==> src/rtl/led_breathe.sv <==
// led_breathe: multi-channel PWM LED driver (off / on / breathe / blink) with a shared prescaler.
// Define LED_BREATHE_GAMMA_EN for a quadratic breathe ramp; otherwise duty equals level (linear).
module led_breathe #(
  parameter int NUM_LEDS      = 4,
  parameter int PRESCALE      = 1024,
  parameter int PWM_BITS      = 8,
  parameter int BLINK_PERIODS = 32
) (
  input  logic                                               clk_i,
  input  logic                                               rst_i,
  input  logic                                               en_i,
  input  logic                                               cfg_valid_i,
  output logic                                               cfg_ready_o,
  input  logic [((NUM_LEDS > 1) ? $clog2(NUM_LEDS) : 1)-1:0] cfg_led_i,
  input  logic [1:0]                                         cfg_mode_i,
  output logic [NUM_LEDS-1:0]                                led_o,
  output logic                                               period_o
);

  localparam int LED_W = (NUM_LEDS > 1) ? $clog2(NUM_LEDS) : 1;
  localparam int PRE_W = (PRESCALE > 1) ? $clog2(PRESCALE) : 1;
  localparam int BLK_W = (BLINK_PERIODS > 1) ? $clog2(BLINK_PERIODS) : 1;
  localparam logic [PWM_BITS-1:0] PWM_MAX = '1;

  typedef enum logic [1:0] {
    MODE_OFF     = 2'd0,
    MODE_ON      = 2'd1,
    MODE_BREATHE = 2'd2,
    MODE_BLINK   = 2'd3
  } mode_t;

  logic [PRE_W-1:0]    prescaler;
  logic [PWM_BITS-1:0] pwm_cnt;
  logic [BLK_W-1:0]    blink_cnt;
  logic                tick;
  logic                wrap;
  logic                blink_tc;

  logic                pend_valid;
  logic [LED_W-1:0]    pend_led;
  mode_t               pend_mode;
  logic                accept;
  logic [LED_W:0]      led_ext;
  logic                led_in_range;

  assign tick     = en_i && (prescaler == PRE_W'(PRESCALE - 1));
  assign wrap     = tick && (pwm_cnt == PWM_MAX);
  assign blink_tc = wrap && (blink_cnt == BLK_W'(BLINK_PERIODS - 1));

  assign accept       = cfg_valid_i && !pend_valid;
  assign led_ext      = {1'b0, cfg_led_i};
  assign led_in_range = led_ext < (LED_W + 1)'(NUM_LEDS);
  assign cfg_ready_o  = !pend_valid;

  // Shared timebase: everything freezes while en_i is low, so no wrap can occur then.
  always_ff @(posedge clk_i or posedge rst_i) begin
    if (rst_i) begin
      prescaler <= '0;
      pwm_cnt   <= '0;
      blink_cnt <= '0;
      period_o  <= 1'b0;
    end else begin
      period_o <= wrap;
      if (en_i) begin
        prescaler <= tick ? '0 : prescaler + 1'b1;
        if (tick) begin
          pwm_cnt <= pwm_cnt + 1'b1;
        end
        if (wrap) begin
          blink_cnt <= blink_tc ? '0 : blink_cnt + 1'b1;
        end
      end
    end
  end

  // Single pending slot. The slot only becomes visible the cycle after the accept,
  // so a wrap in the accept cycle cannot apply it; the next wrap does.
  always_ff @(posedge clk_i or posedge rst_i) begin
    if (rst_i) begin
      pend_valid <= 1'b0;
      pend_led   <= '0;
      pend_mode  <= MODE_OFF;
    end else if (accept && led_in_range) begin
      pend_valid <= 1'b1;
      pend_led   <= cfg_led_i;
      pend_mode  <= mode_t'(cfg_mode_i);
    end else if (wrap && pend_valid) begin
      pend_valid <= 1'b0;
    end
  end

  for (genvar ch = 0; ch < NUM_LEDS; ch++) begin : g_ch
    localparam logic [LED_W-1:0] CH_IDX = LED_W'(ch);

    mode_t               mode;
    logic [PWM_BITS-1:0] level;
    logic                dir_down;
    logic                blink_state;
    logic [PWM_BITS-1:0] duty;
    logic                apply;
    logic                led_q;

    assign apply = wrap && pend_valid && (pend_led == CH_IDX);

`ifdef LED_BREATHE_GAMMA_EN
    logic [2*PWM_BITS-1:0] level_sq;
    assign level_sq = {{PWM_BITS{1'b0}}, level} * {{PWM_BITS{1'b0}}, level};
    assign duty     = PWM_BITS'(level_sq >> PWM_BITS);
`else
    assign duty = level;
`endif

    // Channel state only moves on a wrap; a freshly applied mode restarts from level 0, rising.
    always_ff @(posedge clk_i or posedge rst_i) begin
      if (rst_i) begin
        mode        <= MODE_OFF;
        level       <= '0;
        dir_down    <= 1'b0;
        blink_state <= 1'b0;
      end else if (apply) begin
        mode        <= pend_mode;
        level       <= '0;
        dir_down    <= 1'b0;
        blink_state <= 1'b0;
      end else if (wrap) begin
        case (mode)
          MODE_BREATHE: begin
            if (!dir_down) begin
              if (level != PWM_MAX) begin
                level <= level + 1'b1;
              end
              if (level >= PWM_MAX - 1'b1) begin
                dir_down <= 1'b1;
              end
            end else begin
              if (level != '0) begin
                level <= level - 1'b1;
              end
              if (level <= PWM_BITS'(1)) begin
                dir_down <= 1'b0;
              end
            end
          end
          MODE_BLINK: begin
            if (blink_tc) begin
              blink_state <= ~blink_state;
            end
          end
          default: begin
          end
        endcase
      end
    end

    always_ff @(posedge clk_i or posedge rst_i) begin
      if (rst_i) begin
        led_q <= 1'b0;
      end else if (!en_i) begin
        led_q <= 1'b0;
      end else begin
        case (mode)
          MODE_ON:      led_q <= 1'b1;
          MODE_BREATHE: led_q <= (pwm_cnt < duty);
          MODE_BLINK:   led_q <= blink_state;
          default:      led_q <= 1'b0;
        endcase
      end
    end

    assign led_o[ch] = led_q;
  end

endmodule

==> config.mk <==
export PLATFORM = sky130hd
export DESIGN_NAME = led_breathe
export DESIGN_NICKNAME = d
export VERILOG_FILES = /design/src/rtl/led_breathe.sv
export SDC_FILE = /design/constraint.sdc
export NUM_CORES = 1
export LEC_CHECK = 0
export BUFFER_PORTS_ARGS = -buffer_cell sky130_fd_sc_hd__clkbuf_2
export CAP_MARGIN = 0
export CORE_MARGIN = 2
export CORE_UTILIZATION = 30
export DETAILED_ROUTE_END_ITERATION = 7
export GPL_TIMING_DRIVEN = 1
export PLACE_DENSITY = 0.43
export SLEW_MARGIN = 25
export SYNTH_ARGS = -nofsm -noshare
export SYNTH_HDL_FRONTEND = slang
export SYNTH_SLANG_ARGS = --single-unit
export TNS_END_PERCENT = 1
==> constraint.sdc <==
create_clock -name clk_i -period 5.5 [get_ports clk_i]
set_input_delay 0.55 -clock clk_i [delete_from_list [all_inputs] [get_ports clk_i]]
set_output_delay 0.55 -clock clk_i [all_outputs]
set_load 0.01 [all_outputs]
==> Yosys cells after proc, flatten, opt, wreduce, memory -nomap -nowiden <==
Index checks and enable logic that the tools add are counted.
W data, S select, Z words.
{ "op_classes": {"mux": 76, "magnitude_cmp": 13, "reduce_logical": 51, "n_bitwise": 4, "eq_ne": 26, "addsub": 11} }
{ "op_table": {"columns": ["op", "count"], "rows": [
  ["$mux W8", 24],
  ["$mux W1", 46],
  ["$add A8 B1 Y8 const B", 5],
  ["$reduce_bool A2 Y1", 17],
  ["$ge A8 B8 Y1 const B", 4],
  ["$le A8 B1 Y1 const B", 4],
  ["$lt A8 B8 Y1", 4],
  ["$ne A8 B8 Y1 const B", 4],
  ["$reduce_bool A8 Y1", 4],
  ["$sub A8 B1 Y8 const B", 4],
  ["$eq A2 B2 Y1 const B", 10],
  ["$reduce_and A4 Y1", 4],
  ["$ne A3 B1 Y1 const B", 4],
  ["$pmux W1 S3", 4],
  ["$reduce_and A2 Y1", 6],
  ["$reduce_and A3 Y1", 4],
  ["$reduce_bool A3 Y1", 4],
  ["$add A10 B1 Y10 const B", 1],
  ["$eq A10 B10 Y1 const B", 1],
  ["$eq A2 B1 Y1 const B", 5],
  ["$logic_and A1 B1 Y1", 10],
  ["$mux W10", 1],
  ["$eq A8 B8 Y1 const B", 1],
  ["$add A5 B1 Y5 const B", 1],
  ["6 further kinds", 9]
]} }
{ "totals": {"in_bits": 8, "out_inout_bits": 6, "regBits": 81} }

==> Logic depth before layout (Yosys ltp) <==
Gate-level depths: netlist of the first run.
{ "logic_depth": {"depth_word": 8, "depth_mapped": 11, "ltp_nobuf": 8} }

==> Worst setup path before layout of the first run <==
OpenSTA, ideal clock, no wires.
{ "synth_path": {"path_type": "reg2reg", "start": "register pwm_cnt[1]", "end": "register g_ch[0].level[3]", "t_arrival_ns": 2.384, "slack_ns": 3.038, "path_stages_with_launch": 10, "synth_period_minus_slack_ns": 2.462, "setup_time_ns": 0.078, "required_time_ns": 5.422, "path_cell_list": "dfrtp_1 -> ha_1 -> nand2_1 -> or3_4 -> or2_0 -> buf_2 -> or3_4 -> buf_6 -> or3_1 -> a21oi_1"} }
{ "synth_between": {"elab_chain_len": 6, "word_cells_on_any_way": 10} }
{ "synth_lines": {"columns": ["element", "line", "source"], "rows": [
  ["start, declared", "33", "logic [PWM_BITS-1:0] pwm_cnt;"],
  ["start signal, assigned", "67", "pwm_cnt <= pwm_cnt + 1'b1;"],
  ["$eq A8 B8 Y1 *", "47", "assign wrap = tick && (pwm_cnt == PWM_MAX);"],
  ["$logic_and A1 B1 Y1 *", "47", null],
  ["$logic_and A1 B1 Y1 (2 in a row)", "103", "assign apply = wrap && pend_valid && (pend_led == CH_IDX);"],
  ["$ne A3 B1 Y1 (no line) (tied with other cells)", null, null],
  ["$reduce_and A4 Y1 (no line)", null, null],
  ["end signal, assigned", "130", "level <= level + 1'b1;"],
  ["end signal, assigned", "137", "level <= level - 1'b1;"],
  ["end, declared", "96", "logic [PWM_BITS-1:0] level;"]
]} }
Mark *: on every way between the ends. The rest lies on a longest branch, timed or not.
A chain may end at the register's enable or synchronous reset.

==> Final worst setup path of the first run <==
{ "layout_path": {"start": "register pwm_cnt[1]", "end": "register g_ch[2].level[6]"} }
{ "layout_between": {"elab_chain_len": 6, "word_cells_on_any_way": 10} }
{ "layout_lines": {"columns": ["element", "line"], "rows": [
  ["$eq A8 B8 Y1 *", "47"],
  ["$logic_and A1 B1 Y1 *", "47"],
  ["$logic_and A1 B1 Y1 (2 in a row)", "103"],
  ["$ne A3 B1 Y1 (no line) (tied with other cells)", null],
  ["$reduce_and A4 Y1 (no line)", null],
  ["end signal, assigned", "130"],
  ["end signal, assigned", "137"],
  ["end, declared", "96"]
]} }
Marks and branches as above.

==> impl_metrics.csv, run 1 <==
group,metric,value,unit
cts,cts_tree,"done",
synth,syn-cell-area,5240,um2
timing,min_period,3.40,ns
grt,grtUsageMet3,3.21,%
cts,insertion_delay,0.34,ns
placed_design,port_buffers,13,
setup_path,critical_path_class,"reg2reg",
placed_design,post_dp_cell_area,5510,um2
pwr,p_switching,367,uW
setup_path,r2r_start,"pwm_cnt[1]",
floorplan,io_pins,14,
timing,tns,0,ns
cts,cts_setup_buffers,0,
timing,fin_crit_sh,61.9,%
floorplan,die_x,136,um
grt,busiest_layer,"met2",
pwr,p_leak,0.00267,uW
synth,synth_cell_types,54,
timing,hold_viol,0,
pwr,power_density,255,nW/um2
cts,cts_htree_levels,3,
placed_design,hpwl,9810,um
synth,syn_nets,640,
final_layout,diodes,0,
route,post_drt_wl_per_cell,16.6,um
status,status,"completed",
pwr,finalPower,1490,uW
cts,numCtsBuffers,9,
setup_path,rr_worst_depth,9,
grt,grt_util_met2,24.2,%
pwr,pwr-share-seq,45.9,%
final_layout,layout-drive-gt1-share,8.45,%
cts,cts_hold_repair.buffers,0,
cts,clk_pin_slew,0.06,ns
timing,rsz0062_at_grt,"no",
synth,ys_seq_area_share,38.7,%
cts,cts_resized,0,
floorplan,start_util,30.5,%
setup_path,endpoint_kind,"flop",
grt,grt_use_total,15.5,%
synth,synthFlopType,"dfrtp_1",
grt,grt_max_degree,50,
setup_path,cp_max_fo,26,
pwr,p_int,1130,uW
final_layout,multi_input_area,2960,um2
route,routed_wl,13500,um
pwr,irDropWorstVdd,0.000140,V
grt,antenna_found_initial,0,
timing,max_clock_freq,294,MHz
flow_run,cap_viol_max_count,0,
timing,slew-limit-headroom,34.2,%
grt,grt_pass1_vias,4042,
cts,root_buffer,"clkbuf_16",
synth,async_flop_share,100,%
final_layout,fill_cells,1813,
final_layout,fin_area,5850,um2
route,via_count,4176,
route,firstDrtPassIters,4,
setup_path,r2r-end,"g_ch[2].duty[6]",
setup_path,cp.arrival,3.59,ns
timing,whs,0.245,ns
floorplan,die_area,18500,um2
cts,clock_path_buffers,2,
timing,tightest_slew,0.979,ns
route,routed_via_density,5.11,
final_layout,regArea,2030,um2
floorplan,fp.dieH,136,um
pwr,combPwrFrac,6.8,%
grt,gr-total-overflow,0,
setup_path,worstPathRequired,5.68,ns
synth,synth-seq-cells,81,
min_path,hold_path_class,"in2async",
synth,syn-instance-count,580,
synth,yosys_warnings,0,
route,drt-initial-drc-count,127,
cts,cts_sinks,81,
route,route.detailed.drc,0,
synth,synth_edf_count,0,
setup_path,r2r_slack,2.10,ns
placed_design,gp_congestion,0.832,
final_layout,area_growth,11.8,%
route,antenna_left,0,
pwr,swShare,24.6,%
grt,grt_pass1_wl,21900,um
timing,finalClockSkew,0.00767,ns
final_layout,finalNetCount,648,
floorplan,coreArea,17200,um2
floorplan,rows,48,
setup_path,worstSetupStartpointType,"flop",
synth,syn_avg_cell_area,9.03,um2
timing,slew_violations,0,
timing,setup_violations,0,
pwr,clock_power_share,47.3,%
grt,grtUsageMet1,20.9,%
## per-stage QoR
step	utilization (%)	std cells	worst slack, ns
2_1_floorplan	-	580	2.87
3_3_place_gp	32.1	802	1.97
3_5_place_dp	32.1	802	1.84
4_1_cts	34.1	817	2.07
5_1_grt	34.1	817	1.83
6_report	34.1	817	2.10
## synth_stat cells, types with 5 or more instances
| master | instances | area [um2] |
|---|---|---|
| clkbuf_1 | 11 | 41.3 |
| o21ai_0 | 42 | 210 |
| nor2_1 | 41 | 154 |
| nand2b_1 | 9 | 56.3 |
| mux2_2 | 10 | 113 |
| o211ai_1 | 5 | 37.5 |
| nor4_1 | 6 | 37.5 |
| ha_1 | 52 | 651 |
| nand4_1 | 14 | 87.6 |
| a21o_1 | 7 | 52.6 |
| xor2_1 | 10 | 87.6 |
| dfrtp_1 | 81 | 2030 |
| nand3_1 | 16 | 80.1 |
| inv_1 | 44 | 165 |
| or4_1 | 6 | 45.0 |
| or3_1 | 15 | 93.8 |
| xnor2_1 | 24 | 210 |
| nand2_1 | 69 | 259 |
| nor3_1 | 19 | 95.1 |
| a21oi_1 | 26 | 130 |
## worst max path at each step
stage | start | endpoint | slack (ns) | cells after the start
CTS | pwm_cnt[1] | g_ch[2].duty[1] | 2.07 | 9
detailed placement | en_i | g_ch[2].duty[1] | 1.84 | 9
global placement | en_i | g_ch[2].duty[2] | 1.97 | 9
global route | pwm_cnt[1] | g_ch[2].duty[2] | 1.83 | 9
floorplan | rst_i | blink_cnt[0] | 2.87 | 1
finish | pwm_cnt[1] | g_ch[2].duty[6] | 2.10 | 9
## logic make-up after synthesis
| family | count (synthesis) | share of synthesized area, % |
|---|---|---|
| buffers and inverters | 62 | 4.92 |
| AND/OR/NAND/NOR | 225 | 22.4 |
| flip-flops | 81 | 38.7 |
| XOR/XNOR | 34 | 5.69 |
| adder cells (fa/ha/maj) | 52 | 12.4 |
| multiplexers | 12 | 2.53 |
| AO/OA/AOI/OAI | 114 | 13.3 |
## power groups by stage
stage | logic (uW) | clock network [uW] | registers [uW]
6_report | 101 | 707 | 686
5_1_grt | 116 | 749 | 692
4_1_cts | 105 | 725 | 686
3_5_place_dp | 104 | 0 | 697
3_3_place_gp | 103 | 0 | 700
2_1_floorplan | 84.0 | 0 | 669
## layer usage
| layer | share of wire, % | vias up |
|---|---|---|
| met5 | 0 | - |
| met4 | 2.4 | 0 |
| met3 | 2.8 | 19 |
| met2 | 46 | 40 |
| met1 | 49 | 2046 |
| li1 | - | 2071 |
## placed cells by master, fill, tap and decap left out, types with 5 or more instances in the layout
master | Yosys | routed
xnor2_1 | 24 | 24
a21o_1 | 7 | 7
clkbuf_2 | 0 | 13
inv_1 | 44 | 43
nand2b_1 | 9 | 9
o211ai_1 | 5 | 5
nand3_1 | 16 | 16
xor2_1 | 10 | 10
a21oi_1 | 26 | 26
ha_1 | 52 | 52
nor3_1 | 19 | 18
nor4_1 | 6 | 6
or3_1 | 15 | 15
dfrtp_1 | 81 | 81
nor2_1 | 41 | 41
clkbuf_16 | 0 | 9
nand4_1 | 14 | 14
nand2_1 | 69 | 69
or4_1 | 6 | 6
mux2_2 | 10 | 10
o21ai_0 | 42 | 42
## flip-flops by register name, summed over array words and instances (netlist names)
name / count
g_ch.duty: 32
prescaler: 10
g_ch.mode: 8
pwm_cnt: 8
blink_cnt: 5
g_ch.blink_state: 4
g_ch.dir_down: 4
g_ch.led_q: 4
pend_led: 2
pend_mode: 2
pend_valid: 1
period_o: 1
## area by class of cell
cell class	count	area share [%]
Multi-Input combinational cell	437	50.5
Sequential cell	81	34.6
Tap cell	225	4.81
Clock buffer	10	4.08
Inverter	44	2.84
Clock inverter	5	1.77
Timing Repair Buffer	15	1.37
## worst max-delay path, cell delays in order, from the launching register on
cell     delay [ns]
dfrtp_1        0.50
ha_1           0.25
nand2_1        0.08
or3_4          0.41
or2_0          0.21
buf_4          0.23
inv_1          0.38
nand2_1        0.23
nor3b_1        0.81
nor2_1         0.14
(Power assumes the default switching activity.)
==> inputs of run 2 (changes only) <==
- ABC_AREA: default -> 1
- PLACE_DENSITY: 0.43 -> 0.45
- clock period: 5.5 -> 2.8 ns (I/O delays scaled with it)
==> run 2 against run 1 <==
  * The flow now finishes with violations (hold timing)
  * Cell count is 27% higher
  * Worst setup slack got worse by 1.6 ns
  * Clock skew fell by 0.00092 ns
  * Non-clock buffer count rose by 7
==> impl_metrics.csv, run 2 <==
group,metric,value,unit
status,status,"finished with violations",
status,violations,"hold timing",
final_layout,fill_cells,1970,
timing,tns,0,ns
placed_design,post_dp_cell_area,6050,um2
synth,syn_avg_cell_area,7.33,um2
synth,synthAdderAreaFrac,11.4,%
setup_path,endpoint_kind,"flop",
grt,grt_pass1_vias,4710,
cts,numCtsBuffers,9,
synth,synth-seq-cells,81,
pwr,finalPower,2730,uW
synth,synth_area_leaders,"dfrtp_1, nand2_1, ha_1",
grt,grt_use_total,15.4,%
cts,cts_htree_levels,3,
route,via_count,4857,
timing,hold_viol,33,
synth,muxShareOfSynthArea,0,%
flow_run,cap_viol_max_count,0,
cts,clk_pin_slew,0.07,ns
setup_path,critical_path_class,"reg2reg",
final_layout,final_common_cell,"nand2_1",
route,drt-initial-drc-count,271,
placed_design,port_buffers,13,
timing,setup_violations,0,
timing,rsz0062_at_grt,"no",
setup_path,worstSetupStartpointType,"flop",
final_layout,diodes,0,
setup_path,cp_max_fo,13,
synth,synth_compound_area_share,11.1,%
cts,root_buffer,"clkbuf_16",
synth,syn_nets,839,
final_layout,area_growth,11.6,%
timing,slew_violations,0,
synth,syn-instance-count,779,
timing,max_clock_freq,428,MHz
final_layout,layout-drive-gt1-share,8.73,%
synth,synth_top_family_by_area,"simple AND/OR/NAND/NOR gates",
floorplan,coreArea,18700,um2
timing,min_period,2.34,ns
synth,yosys.area.top_type,"dfrtp_1",
setup_path,max_stage_delay,0.37,ns
setup_path,cp.arrival,2.57,ns
synth,syn-cell-area,5710,um2
route,firstDrtPassIters,5,
setup_path,r2r_start,"prescaler[1]",
grt,antenna_found_initial,0,
route,route.detailed.drc,0,
setup_path,worstPathRequired,3.03,ns
synth,synth_top_area_share,35.5,%
floorplan,die_x,142,um
final_layout,fin_area,6370,um2
pwr,p_leak,0.00337,uW
placed_design,gp_congestion,0.770,
cts,cts_hold_repair.buffers,0,
cts,cts_sinks,81,
timing,slew-limit-headroom,56.8,%
synth,synth_common_cells,"nand2_1, inv_1, nor2_1",
final_layout,finalNetCount,857,
grt,grt_max_degree,49,
route,routed_via_density,4.69,
floorplan,fp.dieH,142,um
synth,yosys.area_share.simple,30.5,%
synth,ys_seq_area_share,35.5,%
min_path,hold_path_class,"in2async",
setup_path,r2r-end,"g_ch[3].duty[4]",
cts,cts_resized,0,
timing,whs,-0.0270,ns
synth,async_flop_share,100,%
synth,yosys_warnings,0,
setup_path,r2r_slack,0.46,ns
setup_path,rr_worst_depth,10,
cts,insertion_delay,0.35,ns
floorplan,io_pins,14,
cts,clock_path_buffers,2,
placed_design,hpwl,10600,um
setup_path,critPathLaunch,"prescaler[1]",
cts,cts_tree,"done",
pwr,irDropWorstVdd,0.000297,V
pwr,power_density,428,nW/um2
grt,grt_pass1_wl,24200,um
timing,tightest_slew,0.648,ns
route,routed_wl,14400,um
grt,gr-total-overflow,0,
synth,synth_edf_count,0,
timing,fin_crit_sh,83.4,%
cts,cts_setup_buffers,0,
floorplan,start_util,30.5,%
floorplan,rows,50,
route,antenna_left,0,
synth,yosys.cell_count.top_type,"nand2_1",
setup_path,path_cells,"ha_1, nand2_1, nor2_2, nand3_4, nor2_4, nand3_1, nand2_2, nand2_2, nand2_2, o21ai_2",
synth,synthFlopType,"dfrtp_1",
setup_path,cpMostUsedCell,"nand2_2",
floorplan,die_area,20100,um2
timing,finalClockSkew,0.00675,ns
route,post_drt_wl_per_cell,13.9,um
synth,synth_cell_types,36,
setup_path,slowest_stage,"dfrtp_1",
final_layout,largest_reg_flops,32,
synth,synth-xor-area-share,2.76,%
final_layout,layout_common_cells,"nand2_1, inv_1, nor2_1",
## run 2: layer usage
layer / track usage (%) / vias up / wire (um)
met4: 5.05 / 0 / 223
li1: - / 2564 / -
met3: 1.85 / 14 / 367
met2: 25.0 / 67 / 6380
met1: 21.4 / 2212 / 7390
met5: 0 / - / 0
## run 2: where the power goes
part	internal (uW)	leakage [uW]	switching, uW
Combinational	57.5	0.00228	113
Sequential	1220	0.000940	51.4
Clock	764	0.000151	520
## run 2: worst max path at each step
stage,endpoint,slack [ns],cells after the start
2_1_floorplan,blink_cnt[0],0.44,1
3_3_place_gp,g_ch[0].mode[0],0.53,9
3_5_place_dp,g_ch[3].duty[7],0.47,10
4_1_cts,g_ch[3].duty[4],0.44,10
5_1_grt,g_ch[3].duty[3],0.15,11
6_report,g_ch[3].duty[4],0.46,10
## run 2: final cells by class
type,count,area (um2),area share (%)
Clock buffer,12,267,4.18
Clock inverter,4,50.0,0.786
Inverter,108,407,6.38
Multi-Input combinational cell,575,3180,50.0
Sequential cell,81,2030,31.8
Tap cell,234,293,4.60
Timing Repair Buffer,22,145,2.28
## run 2: cell families (layout without fill, tap and decap cells)
family | after synthesis | after routing
simple gates | 388 | 388
fa+ha+maj | 52 | 52
flops | 81 | 81
compound gates | 117 | 117
buf+inv | 123 | 146
xor+xnor | 18 | 18
## run 2: worst max-delay path: cells and delay by family, from the launching register on
kind	cells	cell delay, ns
DFF	1	0.37
adders and majority gates	1	0.19
AOI/OAI and AO/OA	1	0.05
and+or+nand+nor	8	1.59
## run 2: per-stage QoR
stage,worst slack [ns],cells,utilization (%)
after floorplan,0.440,779,-
after global placement,0.530,1020,32.4
after detailed placement,0.468,1020,32.4
after CTS,0.443,1036,34.1
after global routing,0.155,1036,34.1
final,0.463,1036,34.1
==> inputs of run 3 (changes only) <==
- ABC_AREA: 1 -> 0
- PLACE_DENSITY: 0.45 -> 0.43
- clock period: 2.8 -> 2.4 ns (I/O delays scaled with it)
==> run 3 against run 2 <==
  * The flow now finishes without violations
  * Core utilization is 1.5 points higher
  * Count of clock-buffer cells in the layout up 2
  * Global-route usage up 0.20 points
  * Non-clock buffer count up 24
  * Routed wire length shrank 8.4%
  * Worst setup slack worse by 0.36 ns
  * Critical path depth down 2
  * First-iteration DRC count shrank 28%
  * Via count fell by 13%
  * Critical path type unchanged
==> impl_metrics.csv, run 3 (synthesized netlist as in run 1, its figures left out) <==
group,metric,value,unit
setup_path,max_stage_delay,0.38,ns
timing,slew-limit-headroom,56.7,%
cts,insertion_delay,0.35,ns
pwr,irDropWorstVdd,0.000368,V
flow_run,cap_viol_max_count,0,
final_layout,layout_common_cells,"dfrtp_1, nand2_1, ha_1",
route,via_count,4227,
floorplan,die_x,136,um
route,post_drt_wl_per_cell,15.5,um
final_layout,diodes,0,
final_layout,fin_area,6110,um2
cts,clock_path_buffers,2,
timing,hold_viol,0,
floorplan,rows,48,
route,drt-initial-drc-count,194,
floorplan,fp.dieH,136,um
final_layout,largest_reg_flops,32,
timing,finalClockSkew,0.00801,ns
timing,slew_violations,0,
cts,cts_htree_levels,3,
timing,max_clock_freq,436,MHz
setup_path,path_cells,"ha_1, and4_2, nand4_4, buf_4, nor4b_4, nand2_2, or3_1, a21oi_1",
timing,tightest_slew,0.647,ns
cts,root_buffer,"clkbuf_16",
setup_path,cp_max_fo,7,
floorplan,io_pins,14,
cts,cts_tree,"done",
route,antenna_left,0,
pwr,p_switching,794,uW
setup_path,cp.arrival,2.56,ns
timing,setup_violations,0,
route,routed_via_density,4.98,
grt,grt_pass1_wl,22300,um
final_layout,layout-drive-gt1-share,13.5,%
pwr,power_density,530,nW/um2
setup_path,slowest_stage,"dfrtp_1",
status,status,"completed",
route,firstDrtPassIters,4,
min_path,holdPathEnd,"pend_led[0]",
final_layout,area_growth,16.7,%
final_layout,finalNetCount,679,
setup_path,endpoint_kind,"flop",
setup_path,r2r-end,"g_ch[2].duty[5]",
grt,grt_use_total,15.6,%
min_path,min_from,"cfg_led_i[0]",
timing,min_period,2.29,ns
setup_path,critical_path_class,"reg2reg",
setup_path,r2r_slack,0.11,ns
cts,numCtsBuffers,9,
placed_design,port_buffers,13,
timing,whs,0.119,ns
setup_path,r2r_start,"prescaler[0]",
route,routed_wl,13200,um
pwr,p_int,2440,uW
timing,fin_crit_sh,95.5,%
grt,grt_pass1_vias,4245,
min_path,hold_depth,3,
timing,rsz0062_at_grt,"yes",
min_path,hold_path_class,"in2reg",
pwr,clock_power_share,44.4,%
setup_path,worstSetupStartpointType,"flop",
grt,gr-total-overflow,0,
cts,clk_pin_slew,0.06,ns
grt,antenna_found_initial,0,
setup_path,rr_worst_depth,8,
pwr,pwr-share-seq,48.2,%
final_layout,final_common_cell,"dfrtp_1",
floorplan,die_area,18500,um2
pwr,swShare,24.6,%
pwr,combPwrFrac,7.4,%
floorplan,coreArea,17200,um2
route,route.detailed.drc,0,
placed_design,post_dp_cell_area,5760,um2
final_layout,finish.utilization,35.6,%
setup_path,worstPathRequired,2.67,ns
placed_design,gp_congestion,0.858,
pwr,p_leak,0.00282,uW
grt,grt_max_degree,53,
placed_design,hpwl,9730,um
cts,cts_sinks,81,
floorplan,start_util,30.5,%
-- run 3: cell types whose count changed in the layout (fill, tap and decap cells not counted), sizes merged, moves of 17 or more --
cell and change:
nand3 -54, buf +23, xnor2 +19, or3 +17
o21ai -31, nand2 -117, inv -64, nor2 -61
-- run 3: worst max-delay path by stage --
stage | startpoint | end | slack, ns
after global placement | prescaler[0] | g_ch[2].duty[5] | -0.02
after floorplan | pwm_cnt[1] | g_ch[0].duty[3] | 0.05
final | prescaler[0] | g_ch[2].duty[5] | 0.11
after detailed placement | prescaler[0] | g_ch[1].duty[6] | -0.006
after global routing | prescaler[0] | g_ch[0].duty[6] | -0.009
after CTS | prescaler[0] | g_ch[0].dir_down | 0.005
-- run 3: per-stage QoR --
step | power (uW) | worst slack (ns) | TNS (ns) | std cells
3_5_place_dp | 1820 | -0.00614 | -0.00614 | 832
2_1_floorplan | 1730 | 0.0461 | 0 | 580
3_3_place_gp | 1810 | -0.0227 | -0.0327 | 832
6_report | 3240 | 0.108 | 0 | 849
5_1_grt | 3420 | -0.00885 | -0.00885 | 849
4_1_cts | 3290 | 0.00495 | 0 | 849
-- run 3: power by group through the flow --
stage	registers, uW	clock network, uW	logic (uW)
after floorplan	1530	0	193
after global placement	1580	0	236
after detailed placement	1580	0	240
after CTS	1560	1490	243
after global routing	1570	1560	283
final	1560	1440	239
-- run 3: layout make-up --
cell class                 count  area (um2)
fill                        1796       11100
inverter                      44         166
tap                          225         282
multi-input combinational    437        2980
clock inverter                 2        35.0
timing repair buffer          46         344
sequential                    81        2030
clock buffer                  14         274
-- run 3: critical path: cells and delay by family, from the launching register on --
family,cells,cell delay [ns]
AOI/OAI and AO/OA,1,0.16
buffers and inverters,1,0.20
adders and majority gates,1,0.17
and+or+nand+nor,5,1.30
DFF,1,0.38
-- run 3: repair_timing --
item	in CTS	in global routing
hold endpoints to repair	29	0
hold buffers	1	0
endpoints found under the setup margin	3	24
gates resized for setup	2	7
setup buffers	0	0
pin swaps	0	0
-- run 3: metal layers --
layer / up-vias / part of all wire (%) / track usage [%]
met2: 46 / 49 / 25.6
met5: - / 0 / 0
met4: 0 / 1.2 / 4.22
met1: 2041 / 47 / 20.6
li1: 2128 / - / -
met3: 12 / 2.7 / 3.58
